--- config.mk ---
export PLATFORM = sky130hd
export DESIGN_NAME = tomasulo_cdb_arb
export DESIGN_NICKNAME = d
export VERILOG_FILES = /design/src/rtl/tomasulo_cdb_arb.sv
export SDC_FILE = /design/constraint.sdc
export NUM_CORES = 1
export LEC_CHECK = 0
export CORE_ASPECT_RATIO = 1.2
export CORE_MARGIN = 3
export CORE_UTILIZATION = 60
export DETAILED_ROUTE_END_ITERATION = 6
export DONT_BUFFER_PORTS = 1
export GPL_ROUTABILITY_DRIVEN = 1
export GPL_TIMING_DRIVEN = 0
export PLACE_DENSITY = 0.76
export SLEW_MARGIN = 20
export SYNTH_ARGS = -nofsm -noshare
export SYNTH_HDL_FRONTEND = slang
export SYNTH_SLANG_ARGS = --single-unit
--- constraint.sdc ---
create_clock -name clk -period 2.7 [get_ports clk]
set_clock_uncertainty 0.05 [all_clocks]
set_input_delay 0.405 -clock clk [delete_from_list [all_inputs] [get_ports clk]]
set_output_delay 0.405 -clock clk [all_outputs]
set_load 0.02 [all_outputs]
--- src/rtl/tomasulo_cdb_arb.sv ---
`timescale 1ns/1ps
`default_nettype none
// ============================================================================
//  Module      : tomasulo_cdb_arb
//  Description : Common Data Bus arbiter. One holding slot per functional-unit
//                writeback port with valid/ready backpressure. A round-robin
//                arbiter picks one slot per cycle and drives a registered
//                broadcast (vld, tag, wdata, one-hot source).
//  Option      : TOMASULO_CDB_ARB_MPY_PRIO_EN - when defined, slot REQ_N-1
//                (mpy) wins whenever it is valid. The remaining slots share
//                round-robin priority among themselves.
//  Revision    : 1.0 - initial release
// ============================================================================
module tomasulo_cdb_arb #(
   parameter int REQ_N  = 3,
   parameter int TAG_W  = 5,
   parameter int WORD_W = 32
) (
   input  logic                    clk,
   input  logic                    rst_n,
   input  logic [REQ_N-1:0]        req_vld_i,
   input  logic [REQ_N*TAG_W-1:0]  req_tag_i,
   input  logic [REQ_N*WORD_W-1:0] req_wdata_i,
   output logic [REQ_N-1:0]        req_rdy_o,
   output logic                    cdb_vld_o,
   output logic [TAG_W-1:0]        cdb_tag_o,
   output logic [WORD_W-1:0]       cdb_wdata_o,
   output logic [REQ_N-1:0]        cdb_src_o,
   output logic [REQ_N-1:0]        pend_o
);

   localparam int PTR_W = (REQ_N > 1) ? $clog2(REQ_N) : 1;
`ifdef TOMASULO_CDB_ARB_MPY_PRIO_EN
   // The mpy slot sits outside the rotation; only the others rotate.
   localparam int RR_N = REQ_N - 1;
`else
   localparam int RR_N = REQ_N;
`endif

   logic [REQ_N-1:0]             r_slot_vld;
   logic [REQ_N-1:0][TAG_W-1:0]  r_slot_tag;
   logic [REQ_N-1:0][WORD_W-1:0] r_slot_wdata;
   logic [PTR_W-1:0]             r_ptr;

   logic [REQ_N-1:0]  w_gnt;
   logic              w_found;
   logic              w_ptr_adv;
   logic [PTR_W-1:0]  w_nxt_ptr;
   logic [TAG_W-1:0]  w_btag;
   logic [WORD_W-1:0] w_bdata;

   // Round-robin search: first pass covers ptr..RR_N-1, second pass wraps to 0..ptr-1.
   always_comb begin
      w_gnt     = '0;
      w_found   = 1'b0;
      w_nxt_ptr = r_ptr;
      for (int i = 0; i < RR_N; i++) begin
         if (!w_found && (PTR_W'(i) >= r_ptr) && r_slot_vld[i]) begin
            w_gnt[i]  = 1'b1;
            w_found   = 1'b1;
            w_nxt_ptr = (i + 1 == RR_N) ? '0 : PTR_W'(i + 1);
         end
      end
      for (int i = 0; i < RR_N; i++) begin
         if (!w_found && (PTR_W'(i) < r_ptr) && r_slot_vld[i]) begin
            w_gnt[i]  = 1'b1;
            w_found   = 1'b1;
            w_nxt_ptr = (i + 1 == RR_N) ? '0 : PTR_W'(i + 1);
         end
      end
      w_ptr_adv = w_found;
`ifdef TOMASULO_CDB_ARB_MPY_PRIO_EN
      // Mpy overrides the rotation and leaves the pointer untouched.
      if (r_slot_vld[REQ_N-1]) begin
         w_gnt            = '0;
         w_gnt[REQ_N-1]   = 1'b1;
         w_ptr_adv        = 1'b0;
      end
`endif
   end

   // One-hot grant selects the broadcast payload with an AND-OR mux.
   always_comb begin
      w_btag  = '0;
      w_bdata = '0;
      for (int i = 0; i < REQ_N; i++) begin
         if (w_gnt[i]) begin
            w_btag  = w_btag  | r_slot_tag[i];
            w_bdata = w_bdata | r_slot_wdata[i];
         end
      end
   end

   // A slot being drained this cycle can take a new result at the same edge.
   assign req_rdy_o = ~r_slot_vld | w_gnt;
   assign pend_o    = r_slot_vld;

   generate
      for (genvar g = 0; g < REQ_N; g++) begin : g_slot
         // Holding slot: capture on handshake, otherwise release when granted.
         always_ff @(posedge clk or negedge rst_n) begin
            if (!rst_n) begin
               r_slot_vld[g]   <= 1'b0;
               r_slot_tag[g]   <= '0;
               r_slot_wdata[g] <= '0;
            end else if (req_vld_i[g] && req_rdy_o[g]) begin
               r_slot_vld[g]   <= 1'b1;
               r_slot_tag[g]   <= req_tag_i[g*TAG_W +: TAG_W];
               r_slot_wdata[g] <= req_wdata_i[g*WORD_W +: WORD_W];
            end else if (w_gnt[g]) begin
               r_slot_vld[g]   <= 1'b0;
            end
         end
      end
   endgenerate

   // Rotation pointer moves one past the round-robin winner.
   always_ff @(posedge clk or negedge rst_n) begin
      if (!rst_n) begin
         r_ptr <= '0;
      end else if (w_ptr_adv) begin
         r_ptr <= w_nxt_ptr;
      end
   end

   // Broadcast register; payload holds when nothing is granted.
   always_ff @(posedge clk or negedge rst_n) begin
      if (!rst_n) begin
         cdb_vld_o   <= 1'b0;
         cdb_src_o   <= '0;
         cdb_tag_o   <= '0;
         cdb_wdata_o <= '0;
      end else begin
         cdb_vld_o <= |w_gnt;
         cdb_src_o <= w_gnt;
         if (|w_gnt) begin
            cdb_tag_o   <= w_btag;
            cdb_wdata_o <= w_bdata;
         end
      end
   end

endmodule
`default_nettype wire

## After elaboration in Yosys (flattened, before gate mapping)

Index checks and enable logic that the tools add are counted.

- Flip-flop bits (word level): 157
- Input bits: 116
- Output and inout bits: 47
- Word-level logic and storage cells: 80

- Order comparisons: 6
- Muxes and demuxes: 29
- Bitwise logic cells: 6
- Reductions and logical operators: 25

Operators by type and width:

| operator | number |
|---|---|
| $mux 32 | 3 |
| $or 32x32->32 | 2 |
| $mux 1 | 17 |
| $mux 5 | 3 |
| $logic_and 1x1->1 | 14 |
| $mux 2 | 6 |
| $or 5x5->5 | 2 |
| $reduce_bool 2->1 | 3 |
| $reduce_bool 6->1 | 1 |
| $logic_not 1->1 | 5 |
| $ge 1x2->1 const A | 2 |
| $lt 1x2->1 const A | 2 |
| $not 3->3 | 1 |
| $or 3x3->3 | 1 |
| $reduce_or 3->1 | 1 |
| $ge 2x2->1 const A | 1 |
| $lt 2x2->1 const A | 1 |
| $reduce_and 2->1 | 1 |

## Depth between registers and ports, before layout

- Depth in word-level cells: 26
- Mapped depth: 7
- Depth with buffers taken out: 4

## Worst setup path before layout

No wires, ideal clock.

- Kind: reg-to-reg
- Start point: register r_slot_vld[1] (netlist: pend_o[1])
- End point: register r_slot_tag[0] in the netlist's numbering
- Library setup time: 0.125 ns
- Arrival time: 1.856 ns
- Setup slack: 0.669 ns
- Stages on the path, launching flop included: 7
- Path buffers: 2
- Cell sequence: dfrtp_1 > inv_1 > o22ai_2 > a21o_1 > buf_2 > buf_4 > mux2_2

- Cells in the longest elaborated chain, start to end: 12

Ends and longest elaborated chain:

| element | RTL line | RTL |
|---|---|---|
| start: declaration | 40 | `logic [REQ_N-1:0] r_slot_vld;` |
| start signal: indexed assignment | 103 | `r_slot_vld[g] <= 1'b0;` |
| start signal: indexed assignment | 107 | `r_slot_vld[g] <= 1'b1;` |
| start signal: indexed assignment | 111 | `r_slot_vld[g] <= 1'b0;` |
| $logic_and 1x1->1 * | 58 | `if (!w_found && (PTR_W'(i) >= r_ptr) && r_slot_vld[i]) begin` |
| $mux 1 * | 58 |  |
| $logic_not 1->1 | 58 |  |
| $logic_and 1x1->1 (2 in series) | 58 |  |
| $mux 1 * | 58 |  |
| $logic_not 1->1 * | 65 | `if (!w_found && (PTR_W'(i) < r_ptr) && r_slot_vld[i]) begin` |
| $logic_and 1x1->1 * (2 in series) | 65 |  |
| $mux 1 * | 65 |  |
| $or 3x3->3 * | 95 | `assign req_rdy_o = ~r_slot_vld \| w_gnt;` |
| $logic_and 1x1->1 * | 106 | `end else if (req_vld_i[g] && req_rdy_o[g]) begin` |
| end signal: indexed assignment | 108 | `r_slot_tag[g] <= req_tag_i[g*TAG_W +: TAG_W];` |
| end: declaration | 41 | `logic [REQ_N-1:0][TAG_W-1:0] r_slot_tag;` |

Mark *: on every way between the ends. The rest lies on a longest branch, timed or not.
A chain may end at the register's enable or synchronous reset.

## Worst setup path after layout

- Start point: register r_ptr[1]
- End point: output req_rdy_o[1]

- Cells in the longest elaborated chain, start to end: 20

Ends and longest elaborated chain:

| element | RTL line | RTL |
|---|---|---|
| start: declaration | 43 | `logic [PTR_W-1:0] r_ptr;` |
| start signal: assignment | 122 | `r_ptr <= w_nxt_ptr;` |
| $ge 1x2->1 | 58 |  |
| $logic_and 1x1->1 | 58 |  |
| $mux 1 | 58 |  |
| $logic_not 1->1 | 58 |  |
| $logic_and 1x1->1 (2 in series) | 58 |  |
| $mux 1 | 58 |  |
| $logic_not 1->1 | 58 |  |
| $logic_and 1x1->1 (2 in series) | 58 |  |
| $mux 1 | 58 |  |
| $logic_not 1->1 | 65 |  |
| $logic_and 1x1->1 (2 in series) | 65 |  |
| $mux 1 | 65 |  |
| $logic_not 1->1 | 65 |  |
| $logic_and 1x1->1 (2 in series) | 65 |  |
| $mux 1 * | 65 |  |
| $or 3x3->3 * | 95 |  |
| end: declaration | 24 | `output logic [REQ_N-1:0] req_rdy_o,` |

Marks and branches as above.

==> results_dict.tcl <==
set metrics [dict create \
    status "complete, but fails checks" \
    violations "hold timing" \
    p_clk_share_pct 21.8 \
    synth_enable_flop_cells 0 \
    numCtsBuffers 17 \
    final_nets 599 \
    antenna_found_initial 2 \
    powerDensity_nw_per_um2 1540 \
    drv_slew 0 \
    die_y_um 120 \
    crit_fanout 9 \
    io_buffers 0 \
    setup_violations 0 \
    finalWirelength_um 14700 \
    sw_frac_of_total_pct 35.7 \
    grt_max_degree 158 \
    synth.distinct_cells 32 \
    die_w_um 101 \
    ys_seq_elements 157 \
    layout_min_cycle_time_ns 2.53 \
    rsz0062_at_grt "no" \
    synth_top_area_share_pct 60.9 \
    start_util_pct 62.9 \
    r2r_cells 6 \
    p_leak_uw 0.00318 \
    critPathRequiredTime_ns 2.25 \
    post-route-util_pct 70.2 \
    ant_nets 0 \
    cts_max_level 4 \
    vdd_drop_max_mv 0.710 \
    hold_class "input port to async pin" \
    place_congestion 0.847 \
    ios 163 \
    ys.flop_type "dfrtp_1" \
    avgViaCountPerCell 6.32 \
    cts_tree "yes" \
    drtPass1Iterations 7 \
    dieArea_um2 12000 \
    slew_headroom_pct 59.6 \
    grt.overflow.total 0 \
    area.sequential_um2 3930 \
    async_flop_share_pct 100 \
    area_delta_synth_final_pct 11.7 \
    synthesis.instances 464 \
    drcViolationCount 0 \
    fillCellCount 729 \
    yosysWarnings 0 \
    syn_nets 580 \
    hpwlAfterDp_um 10100 \
    finalHoldViolCount 157 \
    pwr-share-comb_pct 35.3 \
    start_kind "flip-flop" \
    grt_pass1_wl_um 23200 \
    clockBufferDepth 2 \
    synth_most_common_cell "dfrtp_1" \
    holdWs_ns -0.358 \
    drive_gt1_share_pct 27.6 \
    p_total_uw 11100 \
    fmax_mhz 395 \
    cts_sinks 157 \
    clk_latency_ns 0.41 \
    multiInputGateArea_um2 2340 \
    vias 3913 \
    crit_path_end_kind "output pin" \
    dpl_cell_area_um2 6610 \
    setup_tns_ns 0 \
    power_switching_uw 3960 \
    cts_root_buf "clkbuf_16" \
    postCtsSetupRepairBufs 0 \
    syn_avg_cell_area_um2 13.9 \
    first_global_vias 4162 \
    fin_crit_sh_pct 93.7 \
    cap_violations 0 \
    clkTransAtPathRegs_ns 0.05 \
    seq_area_frac_synth_pct 60.9 \
    grt_usage_pct 25.6 \
    syn_area_um2 6450 \
    p_seq_share_pct 43.0 \
    p_int_uw 7140 \
    arrival_ns 2.07 \
    core_area_um2 10300 \
    fin_cells 619 \
    place_inst 590 \
    first_iter_violations 212 \
    synth_area_leaders "dfrtp_1, mux2_2, mux2_4" \
    path_class "flip-flop to output pin" \
    yosysTopAreaCell "dfrtp_1" \
    tightest_slew_ns 0.607 \
    synth_common_cells "dfrtp_1, mux2_2, a21oi_1, mux2_4, nor2_1" \
    rows 40 \
    fin_area_um2 7200 \
    routedWlPerCell_um 23.7 \
]
## repair_timing
item | 4_1_cts | 5_1_grt
endpoints found under the hold margin | 157 | 157
setup endpoints to repair | 1 | 18
resized for setup | 1 | 2
## through the flow
step | worst slack (ns) | hold slack (ns)
2_1_floorplan | 0.669 | 0.0594
3_3_place_gp | 0.151 | 0.0632
3_5_place_dp | 0.116 | 0.0633
4_1_cts | 0.110 | -0.372
5_1_grt | 0.0708 | -0.381
6_report | 0.171 | -0.358
## worst paths after layout
| kind | start | end | slack (ns) |
|---|---|---|---|
| setup / recovery | r_ptr[1]$_DFFE_PN0P_ | req_rdy_o[1] | 0.17 |
| hold / removal | rst_n | r_slot_wdata[63]$_DFFE_PN0P_ | -0.36 |
| setup reg to reg | pend_o[1]$_DFFE_PN0P_ | r_slot_wdata[30]$_DFFE_PN0P_ | 0.24 |
| hold reg to reg | r_slot_tag[12]$_DFFE_PN0P_ | r_slot_tag[12]$_DFFE_PN0P_ | 0.44 |
| max in group asynchronous | rst_n | r_slot_wdata[67]$_DFFE_PN0P_ | 2.78 |
| min in group clk | req_vld_i[2] | pend_o[2]$_DFFE_PN0P_ | 0.05 |
## per-layer routing
| layer | GRT usage, % | share of wire, % | wire length, um |
|---|---|---|---|
| met5 | 0 | 0.088 | 13 |
| met1 | 31.6 | 39 | 5770 |
| met3 | 9.36 | 8.7 | 1280 |
| met4 | 8.76 | 2.2 | 322 |
| met2 | 41.6 | 50 | 7310 |
## cells by family (layout without fill, tap and decap cells)
family	after synthesis	after routing	share of synthesized area, %
other cells	0	1	0
mux	111	111	21.1
simple gates	54	54	3.67
compound gates	107	107	11.4
buf+inv	34	62	2.75
xor+xnor	1	1	0.136
flops	157	157	60.9
## registers in the layout, indices dropped and copies added, names as in the netlist
signal        count
cdb_src_o         3
cdb_tag_o         5
cdb_vld_o         1
cdb_wdata_o      32
pend_o            3
r_ptr             2
r_slot_tag       15
r_slot_wdata     96
## cells in the final DEF, fill, tap and decap left out, drive strengths merged, types with 2 or more instances in the layout
cell	instances
a21o	2
a21oi	46
a222oi	14
a22oi	23
buf	15
bufinv	4
clkbuf	35
clkinv	2
dfrtp	157
inv	5
mux2	111
nand2	16
nand2b	6
nor2	26
nor2b	2
o21ai	16
## power groups by stage
stage                     sequential [uW]  combinational [uW]  clock (uW)
after floorplan                      4530                3150           0
after global placement               4730                3770           0
after detailed placement             4790                3910           0
after CTS                            4780                3960        2440
after global routing                 4920                4290        2550
final                                4770                3910        2410
## layout make-up
cell class / count / share of cell area, %
Sequential cell: 157 / 54.5
Buffer: 29 / 2.24
Tap cell: 126 / 2.19
Clock inverter: 7 / 1.96
Clock buffer: 21 / 6.25
Antenna cell: 1 / 0.0347
Multi-Input combinational cell: 273 / 32.5
Inverter: 5 / 0.261
## worst max-delay path, stage by stage, from the launching register on
cell      delay, ns
dfrtp_1        0.35
buf_2          0.17
nand2b_2       0.26
a221oi_4       0.56
nand2b_1       0.33
(Power assumes the default switching activity.)
